$ cat src/rtl/sdram_usb_streamer.sv
// rtl/sdram_usb_streamer.sv - drains SDRAM read-back FIFO samples into ping-pong EP1 IN packet banks
module sdram_usb_streamer #(
    parameter int PKT_BYTES = 64,
    parameter int TIMEOUT   = 4800
) (
    input  logic        clk,
    input  logic        rst,
    input  logic        enable,
    input  logic        flush,
    input  logic        fifo_empty,
    input  logic [15:0] fifo_rd_data,
    output logic        fifo_rd,
    output logic [3:0]  ram_we,
    output logic [4:0]  ram_addr,
    output logic [31:0] ram_wdata,
    output logic        pkt_valid,
    output logic        pkt_bank,
    output logic [6:0]  pkt_len,
    input  logic        pkt_ack,
    input  logic        bank_release,
    input  logic        bank_rel_id
);

    localparam int TW = $clog2(TIMEOUT + 1);

    typedef enum logic [1:0] {FILL, SETTLE, COMMIT, WAIT_BANK} state_t;

    state_t          state;
    logic            cur_bank;
    logic [1:0]      bank_busy;
    logic [6:0]      byte_cnt;
    logic [TW-1:0]   tcnt;

    logic            has_data;
    logic            tout_hit;
    logic            early_commit;
    logic            can_pop;
    logic            full_next;
    logic            next_bank_free;

    // A flush/timeout commit suppresses the pop in its own cycle so the packet length is final.
    always_comb begin
        has_data       = (byte_cnt != 7'd0);
        tout_hit       = has_data && (tcnt >= TW'(TIMEOUT - 1));
        early_commit   = has_data && (flush || tout_hit);
        can_pop        = !rst && (state == FILL) && enable && !fifo_empty &&
                         (byte_cnt < 7'(PKT_BYTES)) && !bank_busy[cur_bank] && !early_commit;
        fifo_rd        = can_pop;
        full_next      = ((byte_cnt + (can_pop ? 7'd2 : 7'd0)) == 7'(PKT_BYTES));
        next_bank_free = !bank_busy[~cur_bank] || (bank_release && (bank_rel_id == ~cur_bank));
    end

    always_ff @(posedge clk) begin
        if (rst) begin
            state     <= FILL;
            cur_bank  <= 1'b0;
            bank_busy <= 2'b00;
            byte_cnt  <= 7'd0;
            tcnt      <= '0;
            ram_we    <= 4'b0000;
            ram_addr  <= 5'd0;
            ram_wdata <= 32'd0;
            pkt_valid <= 1'b0;
            pkt_bank  <= 1'b0;
            pkt_len   <= 7'd0;
        end else begin
            ram_we <= 4'b0000;
            if (can_pop) begin
                ram_we    <= byte_cnt[1] ? 4'b1100 : 4'b0011;
                ram_addr  <= {cur_bank, byte_cnt[5:2]};
                ram_wdata <= {fifo_rd_data, fifo_rd_data};
                byte_cnt  <= byte_cnt + 7'd2;
            end

            // tcnt reads k in the k-th cycle after the first pop of a packet.
            if (state == FILL) begin
                if (can_pop && !has_data)
                    tcnt <= TW'(1);
                else if (has_data)
                    tcnt <= tcnt + TW'(1);
            end

            if (bank_release)
                bank_busy[bank_rel_id] <= 1'b0;

            case (state)
                FILL: begin
                    if (full_next || early_commit)
                        state <= SETTLE;
                end
                SETTLE: begin
                    pkt_valid <= 1'b1;
                    pkt_bank  <= cur_bank;
                    pkt_len   <= byte_cnt;
                    state     <= COMMIT;
                end
                COMMIT: begin
                    if (pkt_ack) begin
                        pkt_valid           <= 1'b0;
                        bank_busy[cur_bank] <= 1'b1;
                        cur_bank            <= ~cur_bank;
                        byte_cnt            <= 7'd0;
                        tcnt                <= '0;
                        state               <= next_bank_free ? FILL : WAIT_BANK;
                    end
                end
                WAIT_BANK: begin
                    if (bank_release && (bank_rel_id == cur_bank))
                        state <= FILL;
                end
                default: state <= FILL;
            endcase
        end
    end

endmodule

$ cat config.mk
export PLATFORM = sky130hd
export DESIGN_NAME = sdram_usb_streamer
export DESIGN_NICKNAME = d
export VERILOG_FILES = /design/src/rtl/sdram_usb_streamer.sv
export SDC_FILE = /design/constraint.sdc
export NUM_CORES = 1
export LEC_CHECK = 0
export CAP_MARGIN = 20
export CORE_MARGIN = 2
export CORE_UTILIZATION = 50
export CTS_CLUSTER_SIZE = 16
export DETAILED_ROUTE_END_ITERATION = 8
export DONT_BUFFER_PORTS = 1
export PLACE_DENSITY = 0.77
export SLEW_MARGIN = 30
export SYNTH_ARGS = -nofsm -noshare
export SYNTH_HDL_FRONTEND = slang
export SYNTH_SLANG_ARGS = --single-unit
$ cat constraint.sdc
create_clock -name clk -period 2.3 [get_ports clk]
set_input_delay 0.46 -clock clk [delete_from_list [all_inputs] [get_ports clk]]
set_output_delay 0.46 -clock clk [all_outputs]
set_load 0.01 [all_outputs]
Word-level counts from Yosys, hierarchy flattened

Index checks and enable logic that the tools add are counted.

Latch bits: 0
Register bits: 75
Output and inout bits: 51
Bits of input ports: 24
RAM bits: 0
Bits in read-only memories: 0
Logic and storage cells: 93
Memories kept: 0

Bitwise gates (word level): 5
Divide/modulo/power cells: 0
Add/sub/neg operators: 3
Equality and inequality tests: 9
Mux-type cells: 29
Magnitude comparators: 7
Multipliers: 0
Reductions and logical operators: 29
Shift operators: 0

Operators with widths:

| operator                                                              | count |
|---|---|
| 13-bit two-way mux                                                    | 5 |
| 7-bit two-way mux                                                     | 3 |
| 2-bit two-way mux                                                     | 9 |
| 13-bit by 1-bit adder with 13-bit output (second input constant)      | 1 |
| 13-bit >= comparator (second input constant)                          | 1 |
| 1-bit logical AND                                                     | 13 |
| 2-bit one-hot mux with 4 select lines                                 | 1 |
| 7-bit by 2-bit adder with 7-bit output                                | 1 |
| 7-bit by 2-bit adder with 7-bit output (second input constant)        | 1 |
| 7-bit equality test (second input constant)                           | 1 |
| 7-bit < comparator (second input constant)                            | 1 |
| 1-bit two-way mux                                                     | 7 |
| 7-bit nonzero test                                                    | 1 |
| 1-bit logical NOT                                                     | 6 |
| 1-bit by 2-bit < comparator with 1-bit output (second input constant) | 3 |
| 2-bit equality test (second input constant)                           | 2 |
| 4-bit two-way mux                                                     | 1 |
| 2-bit != test (second input constant)                                 | 2 |
| 2-bit AND reduction                                                   | 2 |
| 1-bit logical OR                                                      | 3 |
| 3-bit AND reduction                                                   | 1 |
| 2-bit bitwise AND                                                     | 1 |
| 1-bit demux with 1-bit select                                         | 2 |
| 1-bit equality test                                                   | 2 |
| other kinds (10)                                                      | 12 |

Longest topological paths before layout

Gate-level depths: netlist of the first run.

Depth in word-level cells: 13
Mapped depth: 11
Depth with buffers taken out: 10

Least setup slack after synthesis of the first run

Ideal clock, no wire load.

Kind: register -> register
From: register byte_cnt[3]
To: register state[0]
Slack: -46 ps
Stages on the path, launching flop included: 11
Path buffers: 1
Library setup time: 75 ps
Arrival: 2271 ps
Cells stage by stage: dfxtp_1 buf_6 or4_4 or2_4 o21a_4 nor2_1 ha_1 ha_1 nor2_1 nand3_1 o22ai_1

Longest elaborated chain between the ends: 12

Ends and longest elaborated chain:

| element                                                    | RTL line | RTL |
|---|---|---|
| start, declared                                            | 31       | `logic [6:0] byte_cnt;` |
| start signal, assigned                                     | 72       | `byte_cnt <= byte_cnt + 7'd2;` |
| branches (longest 5 deep; another with 7-bit < comparator) | n/a      |  |
| 1-bit logical AND (*)                                      | 47       | `(byte_cnt < 7'(PKT_BYTES)) && !bank_busy[cur_bank] && !early_commit;` |
| net fifo_rd                                                | 12       | `output logic fifo_rd,` |
| 2-bit two-way mux (*)                                      | 49       | `full_next = ((byte_cnt + (can_pop ? 7'd2 : 7'd0)) == 7'(PKT_BYTES));` |
| 7-bit by 2-bit adder with 7-bit output (*)                 | 49       |  |
| 7-bit equality test (*)                                    | 49       |  |
| 1-bit logical OR (*)                                       | 88       | `if (full_next \|\| early_commit)` |
| 2-bit by 1-bit != test with 1-bit output (no line) (*)     | n/a      |  |
| 3-bit AND reduction (no line) (*)                          | n/a      |  |
| end signal, assigned                                       | 104      | `state <= next_bank_free ? FILL : WAIT_BANK;` |
| end, declared                                              | 28       | `state_t state;` |

Mark *: on every way through the listed nets, which the timed path passes.
A chain may end at the register's enable or synchronous reset.

Worst setup path after layout of the first run

From: register byte_cnt[1]
To: output fifo_rd

Longest elaborated chain between the ends: 6

Ends and longest elaborated chain:

| element                                                    | RTL line |
|---|---|
| branches (longest 5 deep; another with 7-bit < comparator) | n/a |
| 1-bit logical AND (*)                                      | 47 |
| end, declared                                              | 12 |

Every way passes the cells marked *.

==> results.md, run 1 <==
- Residual DRC: 0
- Row cnt: 26
- CTS tree: built
- Switching Share: 23.2%
- Drt pass-1 iters: 5
- Critical Path Source Type: flip-flop
- Die width: 77.0 um
- Register share of total power: 55.6%
- Ant diodes: 0
- Avg Cell Area, Syn: 8.73 um^2
- Clk Latency, worst-skew pair: 0.31 ns
- Cts hold-fix bufs: 0
- Layout cells sized above 1: 12.4%
- Vias in the first global route: 2038
- NetSw: 0.000416 W
- Placer Congestion: 0.818
- Post-synthesis compound-gate area fraction: 17.2%
- Post-synthesis sequential area ratio: 41.4%
- Worst setup EP type: primary output
- H-Tree Depth: 2
- Critical path's slowest cell: or4_4
- First-pass GRT wire length: 9430 um
- Yosys warns: 0
- Critical Path RT: 1.84 ns
- Minimum clock period: 2.27 ns
- Design Area, Final: 0.00275 mm^2
- Synthesized cell area: 0.00266 mm^2
- Worst Tran Pin Value: 0.522 ns
- Mapped Nets: 333
- # fillers: 468
- Top cells by area, synth: dfxtp_1 41%, buf_4 5.4%, a21oi_1 5.1%
- Grt ovf: 0
- Top cell type's share of synthesized area: 41.4%
- Power Density: 653 mW/mm^2
- RSZ-0062 raised after global routing: true
- P_leak: 0.985 nW
- Post-synth EDFFs: 0
- Dominant synthesized flop cell: dfxtp_1
- Crit path largest cell delay: 0.53 ns
- Post-DP HPWL: 3850 um
- Worst setup path start: byte_cnt[1]
- Post-Synth Simple-Gate Area: 21.3%
- Cts bufs inserted: 5
- Die ar.: 0.00593 mm^2
- Area growth syn-to-layout: 3.15%
- Largest net degree at the start of global routing: 40
- Max cap viols: 0
- Die Ht: 77.0 um
- Maximum VDD drop: 280 uV
- Drt via density: 5.84
- Hold WC Path Type: input pin to flip-flop
- Synth unique cells: 50
- CP delay by family, top: simple AND/OR/NAND/NOR gates
- Initial DRC Count: 114
- Max Clock Skew: 0.0106 ns
- Hold Fails Final Rpt: 0
- Slew Viols, Final: 0
- Clock group share of total power: 36.8%
- Sum of negative setup slack: 0 ns
- Final wirelength: 5760 um
- Relative slew slack: 65.0%
- Post-synthesis register bit count: 55
- Post-synthesis async set-or-reset flop share: 0%
- GRT Util Overall: 19.6%
- Worst r2r src: byte_cnt[1]
- Max clock buf depth: 2
- Non-filler cells, final: 360
- Internal power: 0.00138 W
- Cell chosen for the clock root: clkbuf_8
- Arr. time, crit path: 1.81 ns
- Wire per inst: 16.0 um
- Sink Count: 55
- Via count: 2103
- Largest family of logic cells by synthesized area: simple AND/OR/NAND/NOR gates
- Post-Synth XOR/XNOR Area: 3.95%
- Crit-path cells: or4_4 -> or2_4 -> o21a_4 -> nor2_4 -> buf_6
- # IOs: 75
- Peak Freq: 441 MHz
- Gate count of the mapped netlist: 305
- Setup Viol. Count Final: 0
- Post-synth top area cell: dfxtp_1
- DP Cell Count: 350
- Fin crit share: 98.6%
- Status: complete, no violations
- Min Hold Slack: 0.206 ns
- Multiplexer share of the synthesized area: 4.18%
- Initial antenna violation count: 0
- Worst path bufs/invs: 1
- Post-DRT Antenna Nets: 0
- CP Max Fanout: 4
- Hold Crit Start: rst
- Core box area: 0.00511 mm^2
- Comb power frac: 7.5%
- PortBufs: 0
- DP Area: 0.00260 mm^2
- Final net count: 317
- Post-Synth Adder-Cell Area: 1.88%
- Initial core utilization: 52.1%
- CTS clock-pin slew for the worst setup and hold paths: 0.10 ns
- Worst setup path class: flip-flop to primary output
- Post-layout util: 53.8%
synthesized netlist by cell type (all sizes together), types with 3 or more instances:
cell type  count
nor4           3
clkbuf        10
nor2          28
dfxtp         55
xor2           7
nand4          4
mux2i         10
inv            3
buf           29
and3           4
and2           4
nand2         14
a21oi         27
o21a           4
or2            3
xnor2          5
nor3           6
ha             4
nand3         26
o21ai         26
and4           4
nor2b          4
through the flow:
step / total power [W] / setup slack, ns
CTS: 0.00180 / 0.0160
detailed placement: 0.00114 / 0.151
floorplan: 0.00114 / 0.0509
finish: 0.00179 / 0.0323
global route: 0.00186 / -0.0252
global placement: 0.00114 / 0.199
final timing paths:
kind / cells past startpoint / endpoint / slack, ns
setup / recovery: 5 / fifo_rd / 0.03
hold / removal: 1 / pkt_len[1] / 0.21
setup reg to reg: 9 / state[0] / 0.11
hold reg to reg: 2 / bank_busy[0] / 0.48
what timing repair did:
item                       CTS  global route
setup endpoints to repair    0             2
hold endpoints to repair     0             0
setup buffers                0             2
resized for setup            0             3
sequential cells by signal (all words and copies together) (netlist names):
signal	cells
bank_busy	2
byte_cnt	6
cur_bank	1
pkt_bank	1
pkt_len	6
pkt_valid	1
ram_addr	5
ram_wdata	16
ram_we	2
state	2
tcnt	13
routing by layer:
metal | global-route usage (%) | vias to the layer above | wire (um)
li1 | - | 1018 | -
met1 | 23.0 | 980 | 2420
met2 | 32.7 | 89 | 2730
met3 | 6.24 | 16 | 486
met4 | 8.57 | 0 | 123
met5 | 0 | - | 0
power by group through the flow:
| stage | registers [W] | logic (W) | clock network, W |
|---|---|---|---|
| after floorplan | 0.00101 | 0.000129 | 0 |
| after global placement | 0.00102 | 0.000122 | 0 |
| after global routing | 0.00100 | 0.000149 | 0.000707 |
| final | 0.000998 | 0.000135 | 0.000661 |
| after detailed placement | 0.00102 | 0.000125 | 0 |
| after CTS | 0.000997 | 0.000126 | 0.000681 |
cells by family after synthesis:
| family | after synthesis |
|---|---|
| AOI/OAI and AO/OA | 72 |
| adders and majority gates | 4 |
| other | 1 |
| DFF | 55 |
| muxes | 11 |
| and+or+nand+nor | 108 |
| buffers and inverters | 42 |
| xor gates and xnor gates | 12 |
cell type report:
class | count | area [um^2] | share of cell area (%)
well taps | 70 | 87.6 | 3.19
clock inverters | 2 | 35.0 | 1.28
flip-flops and latches | 55 | 1100 | 40.1
clock buffers | 6 | 82.6 | 3.01
multi-input cells | 208 | 1300 | 47.5
inverters | 3 | 11.3 | 0.410
repair buffers | 16 | 124 | 4.51
worst register-to-register path, cell delays in order (launching register included):
cell     delay, ns
dfxtp_2       0.33
or4_4         0.53
or2_4         0.29
o21a_4        0.13
nor2_4        0.09
ha_1          0.19
ha_1          0.24
nor2_1        0.08
nand3_1       0.08
o22ai_1       0.16
cells in the final DEF, fill, tap and decap left out, types with 2 or more instances in the layout:
cell,count
o21ai_1,8
buf_4,15
nand2_1,14
nor4_1,3
nor2_1,27
o21ai_0,17
o21a_1,3
inv_1,3
and4_1,4
a21oi_1,27
ha_1,4
mux2i_1,10
nor2b_1,4
a31oi_1,2
xnor2_1,5
or2_2,2
xor2_1,7
nand3_1,26
and3_1,4
o2bb2ai_1,2
nand2b_1,2
and2_1,4
nand4_1,4
dfxtp_1,54
o22ai_1,2
clkbuf_8,6
or3_1,2
nor3_1,5
No activity file was read; power rests on OpenSTA's default activity.
==> inputs of run 2 (changes only) <==
Settings changed: PLACE_DENSITY 0.77 to 0.74.
Clock period 2.3 ns to 2.2 ns, I/O delays scaled along.
==> run 2 against run 1 <==
  * The run now ends with negative setup slack left
  * Critical path depth unchanged
  * Final cell count up 1.9%
  * Non-clock buffer count up 7
  * Highest routed layer unchanged
  * Routed wire length decreased by 1.2%
  * Sequential cell count unchanged
  * Register-to-register slack worse by 0.04 ns
  * First-iteration DRC count is 18% lower
==> results.md, run 2 (synthesis gave the netlist of run 1 again) <==
- Status: finished with violations
- Failing checks: negative setup slack
- PortBufs: 0 (unchanged)
- Fin crit share: 100%
- Slew Viols, Final: 0 (unchanged)
- Critical path's slowest cell: or4_4
- Core box area: 0.00511 mm^2 (unchanged)
- Final wirelength: 5690 um (-1.2%)
- Most frequent cells in the layout: 54 x dfxtp_1, 27 x a21oi_1, 27 x nor2_1
- Worst setup EP type: primary output
- Design Area, Final: 0.00280 mm^2 (+1.8%)
- Initial antenna violation count: 0 (unchanged)
- CP Max Fanout: 2 (-2)
- Most flops, register: ram_wdata
- Worst slack at placement: 0.0815 ns (-0.0700 ns)
- Arr. time, crit path: 1.76 ns (-0.05 ns)
- Post-DRT Antenna Nets: 0 (unchanged)
- Grt ovf: 0 (unchanged)
- Layout cells sized above 1: 14.5% (+2.1 points)
- CTS tree: built
- First-pass GRT wire length: 9760 um (+3.5%)
- Hold WC Path Type: input pin to flip-flop
- Max clock buf depth: 2 (unchanged)
- DP Area: 0.00264 mm^2 (+1.3%)
- Max Clock Skew: 0.0144 ns (+0.00371 ns)
- Initial core utilization: 52.1% (unchanged)
- Worst path bufs/invs: 1 (unchanged)
- Cts bufs inserted: 5 (unchanged)
- Wire per inst: 15.5 um (-3.1%)
- Worst Tran Pin Value: 0.751 ns (+0.228 ns)
- Die Ht: 77.0 um (unchanged)
- Crit path largest cell delay: 0.52 ns (about the same)
- # fillers: 489 (+4.5%)
- Final net count: 324 (+2.2%)
- Die ar.: 0.00593 mm^2 (unchanged)
- # IOs: 75 (unchanged)
- Via count: 2097 (-0.29%)
- Post-DP HPWL: 3910 um (+1.5%)
- Drt via density: 5.71 (-2.2%)
- Ant diodes: 0 (unchanged)
- Fin worst setup slack: -0.000155 ns (-0.0324 ns)
- Minimum clock period: 2.20 ns
- Crit-path cells: or4_4 -> or2_4 -> o21a_4 -> nor2_4 -> buf_6
- RSZ-0062 raised after global routing: true
- Critical Path Source Type: flip-flop
- Max reg flops: 16 (unchanged)
- Row cnt: 26 (unchanged)
- Largest net degree at the start of global routing: 40 (unchanged)
- Regs by FF count: ram_wdata: 16 flops, tcnt: 13 flops
- Sink Count: 55 (unchanged)
- Critical Path RT: 1.76 ns (-0.08 ns)
- Setup Viol. Count Final: 1 (+1)
- Hold Fails Final Rpt: 0 (unchanged)
- Drt pass-1 iters: 4 (-1)
- Max cap viols: 0 (unchanged)
- Initial DRC Count: 93 (-18%)
- Commonest non-fill, non-tap cell in the layout: dfxtp_1
- H-Tree Depth: 2 (unchanged)
- Relative slew slack: 49.9% (-15 points)
- Residual DRC: 0 (unchanged)
- Peak Freq: 455 MHz
- Clk Latency, worst-skew pair: 0.31 ns (about the same)
- Cell chosen for the clock root: clkbuf_8
- GRT Util Overall: 20.0% (+0.47 points)
- Maximum VDD drop: 530 uV (+89%)
- Area growth syn-to-layout: 5.03%
- Die width: 77.0 um (unchanged)
- Vias in the first global route: 2013 (-1.2%)
- CTS clock-pin slew for the worst setup and hold paths: 0.11 ns (about the same)
- Pwr Total: 0.00187 W (+4.5%)
- Power Density: 670 mW/mm^2 (+2.6%)
- P_leak: 1.01 nW (+2.8%)
- CP delay by family, top: simple AND/OR/NAND/NOR gates
- Worst setup path class: flip-flop to primary output
- Placer Congestion: 0.843 (+3.1%)
==> run 2: cell types whose count changed in the layout (fill, tap and decap cells not counted), sizes merged <==
cell      change
buf           +7
clkbuf        -1
clkinv        -1
clkinvlp      +1
inv           +1
==> run 2: cell type report <==
| cell class | count | area, um^2 | area share (%) |
|---|---|---|---|
| timing repair buffer | 23 | 176 | 6.31 |
| inverter | 3 | 11.3 | 0.403 |
| clock inverter | 3 | 46.3 | 1.66 |
| multi-input combinational | 208 | 1300 | 46.6 |
| sequential | 55 | 1100 | 39.4 |
| clock buffer | 5 | 68.8 | 2.46 |
| tap | 70 | 87.6 | 3.13 |
==> run 2: routing by layer <==
metal / GRT usage, % / vias to the layer above / share of wire [%]
met5: 0 / - / 0
met4: 5.54 / 0 / 1.4
met3: 5.29 / 8 / 7.0
met2: 34.2 / 63 / 48
met1: 25.0 / 987 / 43
li1: - / 1039 / -
==> run 2: power by group <==
| group | internal (W) | switching [W] | total (W) |
|---|---|---|---|
| registers | 0.00101 | 0.0000281 | 0.00104 |
| logic | 0.0000621 | 0.0000866 | 0.000149 |
| clock network | 0.000343 | 0.000339 | 0.000682 |
==> run 2: path summary, 6_finish.rpt <==
check                                  start       endpoint  slack (ns)  cells past startpoint
worst max-delay path             byte_cnt[1]        fifo_rd     -0.0002                      5
worst min-delay path                     rst  ram_wdata[28]        0.19                      1
worst max register to register   byte_cnt[1]       state[0]        0.07                      9
worst min register to register  bank_busy[0]   bank_busy[0]        0.48                      2
==> run 2: stage by stage <==
stage | TNS, ns | hold slack, ns | cells | utilization [%]
2_1_floorplan | 0 | 0.445 | 305 | -
3_5_place_dp | 0 | 0.478 | 354 | 51.7
5_1_grt | -0.0691 | 0.169 | 367 | 54.8
6_report | -0.000155 | 0.192 | 367 | 54.8
3_3_place_gp | 0 | 0.458 | 354 | 51.7
4_1_cts | -0.0290 | 0.175 | 364 | 54.3
==> run 2: what timing repair did <==
action | CTS | global route
setup buffers | 2 | 3
resized for setup | 2 | 0
endpoints found under the setup margin | 1 | 3
pin swaps | 2 | 2
hold buffers | 0 | 0
==> inputs of run 3 (changes only) <==
Settings changed: ABC_AREA set to 1.
==> run 3 against run 2 <==
  * The run now ends clean
  * Non-clock buffer count shrank 11
  * Critical path depth grew 12
  * Global-route usage shrank 1.4 points
  * Largest cell class unchanged
==> results.md, run 3 <==
- Maximum VDD drop: 486 uV (-8.3%)
- Status: complete, no violations
- Post-DP HPWL: 3730 um (-4.5%)
- Minimum clock period: 2.16 ns (-0.0433 ns)
- Top cell type's share of synthesized area: 42.1% (+0.71 points)
- Synthesized cell area: 0.00262 mm^2 (-1.7%)
- Pwr Total: 0.00197 W (+5.2%)
- Layout cells sized above 1: 12.6% (-1.9 points)
- Max cap viols: 0 (unchanged)
- Sum of negative setup slack: 0 ns (+0.000155 ns)
- Crit path top cell by count: ha_4
- Mapped Nets: 389 (+17%)
- Arr. time, crit path: 2.41 ns (+0.65 ns)
- Sink Count: 55 (unchanged)
- Worst setup path class: flip-flop to flip-flop
- R2r worst-path depth: 17 (+8)
- Grt peak-use layer: met2
- Drt via density: 5.14 (-10%)
- Yosys warns: 0 (unchanged)
- Met1 GRT Util: 23.0% (-2.0 points)
- Drt pass-1 iters: 4 (unchanged)
- Initial antenna violation count: 0 (unchanged)
- WP depth: 17 (+12)
- Post-Synth Adder-Cell Area: 1.91% (+0.032 points)
- Ant diodes: 0 (unchanged)
- Post-synth top area cell: dfxtp_1
- Row cnt: 26 (unchanged)
- Top cells by area, synth: dfxtp_1 42%, nor2_1 11%, buf_4 6.3%
- Cts hold-fix bufs: 0 (unchanged)
- Largest family of logic cells by synthesized area: simple AND/OR/NAND/NOR gates
- Worst path bufs/invs: 1 (unchanged)
- First-pass GRT wire length: 8940 um (-8.5%)
- Worst setup path start: tcnt[0]
- Post-layout util: 54.0% (-0.76 points)
- CTS tree: built
- Non-filler cells, final: 419 (+14%)
- Critical path's slowest cell: dfxtp_4
- Regs by FF count: ram_wdata: 16 flops, tcnt: 13 flops
- Hold Fails Final Rpt: 0 (unchanged)
- Dominant synthesized flop cell: dfxtp_1
- Max reg flops: 16 (unchanged)
- Fin crit share: 98.0% (-2.0 points)
- Most frequent cells in the layout: 73 x nor2_1, 51 x dfxtp_1, 40 x nand2_1
- Multiplexer share of the synthesized area: 0% (-4.2 points)
- Placer Congestion: 0.880 (+4.4%)
- Peak Freq: 464 MHz (+2.0%)
- Post-Synth XOR/XNOR Area: 1.34% (-2.6 points)
- Post-DRT Antenna Nets: 0 (unchanged)
- Commonest non-fill, non-tap cell in the layout: nor2_1
- RSZ-0062 raised after global routing: true
- Most numerous cell in the Yosys netlist: nor2_1
- Die ar.: 0.00583 mm^2 (-1.6%)
- Critical Path RT: 2.45 ns (+0.69 ns)
- CTS clock-pin slew for the worst setup and hold paths: 0.11 ns (about the same)
- Via count: 2152 (+2.6%)
- Initial DRC Count: 75 (-19%)
- Avg Cell Area, Syn: 7.25 um^2 (-17%)
- Design Area, Final: 0.00274 mm^2 (-2.0%)
- Die Ht: 76.4 um (-0.81%)
- Cell chosen for the clock root: clkbuf_8
- Cts bufs inserted: 5 (unchanged)
- Largest net degree at the start of global routing: 31 (-23%)
- Worst setup EP type: flip-flop
- Grt ovf: 0 (unchanged)
- Post-Synth Simple-Gate Area: 26.3% (+5.0 points)
- Post-synthesis sequential area ratio: 42.1% (+0.71 points)
- H-Tree Depth: 2 (unchanged)
- Critical R2R Capture: state[0]
- Vias in the first global route: 2067 (+2.7%)
- Max Clock Skew: 0.0187 ns (+0.00431 ns)
- Area growth syn-to-layout: 4.68%
- # IOs: 75 (unchanged)
- Slew Viols, Final: 0 (unchanged)
- CP delay by family, top: simple AND/OR/NAND/NOR gates
- DP Area: 0.00258 mm^2 (-2.4%)
- Critical Path Source Type: flip-flop
- Initial core utilization: 51.6% (-0.55 points)
- DP Cell Count: 408 (+15%)
- Gate count of the mapped netlist: 361 (+18%)
- Met2 GRT Util: 31.2% (-3.1 points)
- Wire per inst: 12.6 um (-19%)
- Final wirelength: 5260 um (-7.6%)
- Synth unique cells: 34 (-32%)
- Power Density: 719 mW/mm^2 (+7.3%)
- Core box area: 0.00507 mm^2 (-0.64%)
- Clk Latency, worst-skew pair: 0.31 ns (about the same)
- Crit path largest cell delay: 0.39 ns (-0.13 ns)
- Post-synth EDFFs: 0 (unchanged)
- Post-synthesis async set-or-reset flop share: 0% (unchanged)
- Crit-path cells: ha_4 -> nand2_2 -> a21oi_2 -> nand2_1 -> nand2_1 -> nand2_2 -> nand2_4 -> inv_4 -> ha_4 -> ha_4 -> nor2_4 -> nand3_2 -> nor2_1 -> nand4_1 -> nand3_1 -> nand3_1 -> a21oi_1
- P_leak: 1.04 nW (+3.0%)
- Post-synthesis register bit count: 55 (unchanged)
- Commonest cells post-synth: 75 x nor2_1, 55 x dfxtp_1, 41 x nand2_1, 37 x inv_1, 31 x o21ai_0
- Die width: 76.4 um (-0.81%)
- Hold WC Path Type: input pin to flip-flop
- Multi-input logic area: 0.00120 mm^2 (-7.7%)
- Most flops, register: ram_wdata
- Residual DRC: 0 (unchanged)
- Max clock buf depth: 2 (unchanged)
- CP Max Fanout: 4 (+2)
- Register-to-register setup slack: 0.04 ns (-0.03 ns)
- PortBufs: 0 (unchanged)
- Final net count: 376 (+16%)
- Worst r2r src: tcnt[0]
- M3 GR Usage: 5.92% (+0.63 points)
- # fillers: 484 (-1.0%)
- Setup Viol. Count Final: 0 (-1)
- Post-synthesis compound-gate area fraction: 13.7% (-3.5 points)
- Setup crit end: state[0]
- GRT Util Overall: 18.6% (-1.4 points)
- Register area: 0.00111 mm^2 (+0.79%)
==> run 3: layout make-up <==
cell class	count	area share, %
inverter	40	5.57
clock buffer	5	2.51
sequential	55	40.5
tap	70	3.20
timing repair buffer	12	3.42
clock inverter	3	0.822
multi-input combinational	234	43.9
==> run 3: per-layer routing <==
metal	wire, um	share of wire [%]
met1	2420	46
met5	0	0
met2	2450	47
met3	332	6.3
met4	48	0.91
==> run 3: cells by family (layout without fill, tap and decap cells) <==
family	count (synthesis)	in the layout
other	1	1
adder cells (fa/ha/maj)	4	4
buffers and inverters	72	60
AND/OR/NAND/NOR	157	157
XOR/XNOR	4	4
flip-flops	55	55
AO/OA/AOI/OAI	68	68
==> run 3: report_power, final <==
group	switching, W	leakage [nW]	internal (W)
logic	0.000160	0.546	0.0000994
registers	0.0000835	0.449	0.00106
clock network	0.000340	0.0485	0.000229
total	0.000583	1.04	0.00139
==> run 3: repair_timing <==
action / 4_1_cts / 5_1_grt
gates resized for setup: 0 / 13
endpoints found under the hold margin: 0 / 0
setup endpoints to repair: 0 / 3
setup buffers: 0 / 3
==> run 3: worst min path at each step <==
stage / start / to / slack (ns) / depth (start not counted)
after floorplan: bank_busy[0] / bank_busy[0] / 0.45 / 2
after detailed placement: bank_busy[0] / bank_busy[0] / 0.47 / 2
after CTS: rst / cur_bank / 0.17 / 1
after global routing: rst / cur_bank / 0.15 / 1
after global placement: bank_busy[0] / bank_busy[0] / 0.48 / 2
final: rst / cur_bank / 0.18 / 1
==> run 3: stage by stage <==
step	hold WS [ns]	worst slack, ns
after floorplan	0.450	-0.0463
after global placement	0.477	0.0762
after detailed placement	0.470	0.0326
after CTS	0.170	0.0114
after global routing	0.154	-0.109
final	0.175	0.0431
==> edit, RTL diff (flow settings as in run 1) <==
The 4 states of `state_t` get a one-hot encoding in 4 bits.
--- a/src/rtl/sdram_usb_streamer.sv
+++ b/src/rtl/sdram_usb_streamer.sv
@@ -25,3 +25,3 @@
 
-    typedef enum logic [1:0] {FILL, SETTLE, COMMIT, WAIT_BANK} state_t;
+    typedef enum logic [3:0] {FILL = 4'b0001, SETTLE = 4'b0010, COMMIT = 4'b0100, WAIT_BANK = 4'b1000} state_t;
 
Behaviour: no difference found for any inputs over 10 cycles, from zero or initial values and one cycle with rst high; not proved beyond that.
==> edit against run 1 <==
  * The run now ends with negative setup slack left
  * Non-clock buffer count up 14
  * Via count down 1.4%
  * Setup slack worse by 0.24 ns
  * Combinational power down 10%
  * Clock skew about the same
  * Sequential cell count up 2
  * Power up 28%
  * Routed wire length down 0.75%
  * Clock power up 74%
  * Area after synthesis up 6.3%
  * Design area up 19%
  * Critical path type is now flip-flop to flip-flop
==> edit: results (changes against run 1) <==
Global route
  – Largest net degree at the start of global routing: 60 (+50%)
  – M1 GR Usage: 0.212 (-0.0177)
  – Routing usage on met3: 0.0625 (+0.000147)
  – Total Routing Usage GR: 0.192 (-0.00354)
  – M2 GR Usage: 0.336 (+0.00840)
  – First-pass GRT wire length: 9.26 mm (-1.8%)

Run status
  – Outcome: complete, but fails checks
  – Failing checks: negative setup slack

Setup path
  – WP data arrival: 2.74 ns (+0.93 ns)
  – Worst Setup SP: state[2]$_SDFFE_PP0P_
  – Worst path slowest cell: or4b_4
  – Worst reg2reg endpoint: state[1]$_SDFFE_PP0P_
  – Worst path max stage delay: 0.55 ns (+0.02 ns)

Routing
  – DR iter-0 viols: 99 (-13%)
  – Met3 WL: 296 um (-39%)
  – WL final: 5.72 mm (-0.75%)
  – DR vias/cell: 5.30 (-9.2%)
  – M1 WL: 2.46 mm (+1.4%)

Layout
  – Seq_cells: 57 (+3.6%)
  – Filler Cells Inserted: 489 (+4.5%)
  – Bufs w/o clock: 30 (+14)
  – CLK BUF: 11 (+5)
  – Multi-input gates: 212 (+1.9%)
  – Non-Clock Buffer Area Fraction: 0.0882 (+0.0431)
  – Share of cells above drive strength 1: 0.191 (+0.0671)
  – Seq/total area: 0.350 (-0.0509)
  – Invs w/o clock: 4 (+1)
  – ClkCell Share: 0.0748 (+0.0319)
  – Fraction of area in multi-input gates: 0.454 (-0.0203)

CTS
  – H-tree Lvls: 3 (+1)
  – Post-CTS sizing: 3 (+3)
  – Clk_lat worst skew: 0.34 ns (+0.03 ns)
  – Post-CTS Setup Bufs: 4 (+4)
  – Register clock-pin slew on the reported worst setup and hold paths: 0.07 ns (-0.03 ns)

Power
  – Worst VDD drop: 0.411 mV (+47%)
  – Leak: 1.25 nW (+27%)

Synthesis
  – Post-synthesis mux area share: 0.121 (+0.0793)
  – Synth top area cells: dfxtp_1 (40%), mux2i_1 (11%), nand2b_1 (9.1%)
  – Compound-cell area share of the yosys netlist: 0.0742 (-0.0978)
  – Top cells by count, synth: dfxtp_1 (57), nand2b_1 (41), mux2i_1 (32), nor2_1 (32), nand2_1 (20)
  – Distinct cells, synth: 46 (-8.0%)
  – Seq/Total Area, Yosys: 0.403 (-0.0105)

Worst hold path
  – Hold EP: pkt_len[3]$_SDFFE_PP0P_

STA
  – Final setup violating endpoints: 15 (+15)
  – Fin worst setup slack: -0.206 ns (-0.238 ns)
  – Setup Skew: 0.0103 ns (-0.000397 ns)

Placement
  – Placer Congestion: 0.853 (+4.3%)
  – Dpl hpwl: 3.71 mm (-3.6%)
edit: cell count changes in the layout (fill, tap and decap cells not counted), sizes merged, moves of 6 or more:
| cell | delta |
|---|---|
| nand2b | +39 |
| mux2i | +22 |
| o21ai | -21 |
| nand3 | -20 |
| a21oi | -17 |
| buf | +12 |
| nand2 | +6 |
edit: through the flow:
step / TNS [ns] / std cells / cell area (um2) / setup WS [ns] / hold slack, ns
6_report: -1.10 / 391 / 3260 / -0.206 / 0.187
5_1_grt: -2.41 / 391 / 3260 / -0.291 / 0.168
4_1_cts: -0.456 / 389 / 3240 / -0.162 / 0.173
3_5_place_dp: -0.266 / 367 / 2890 / -0.120 / 0.484
3_3_place_gp: -0.111 / 367 / 2890 / -0.0558 / 0.480
2_1_floorplan: -0.657 / 308 / 2860 / -0.345 / 0.454
edit: power breakdown:
group,internal (mW),switching [mW],total [mW]
Combinational,0.0667,0.0542,0.121
Clock,0.747,0.400,1.15
Sequential,1.00,0.0246,1.03
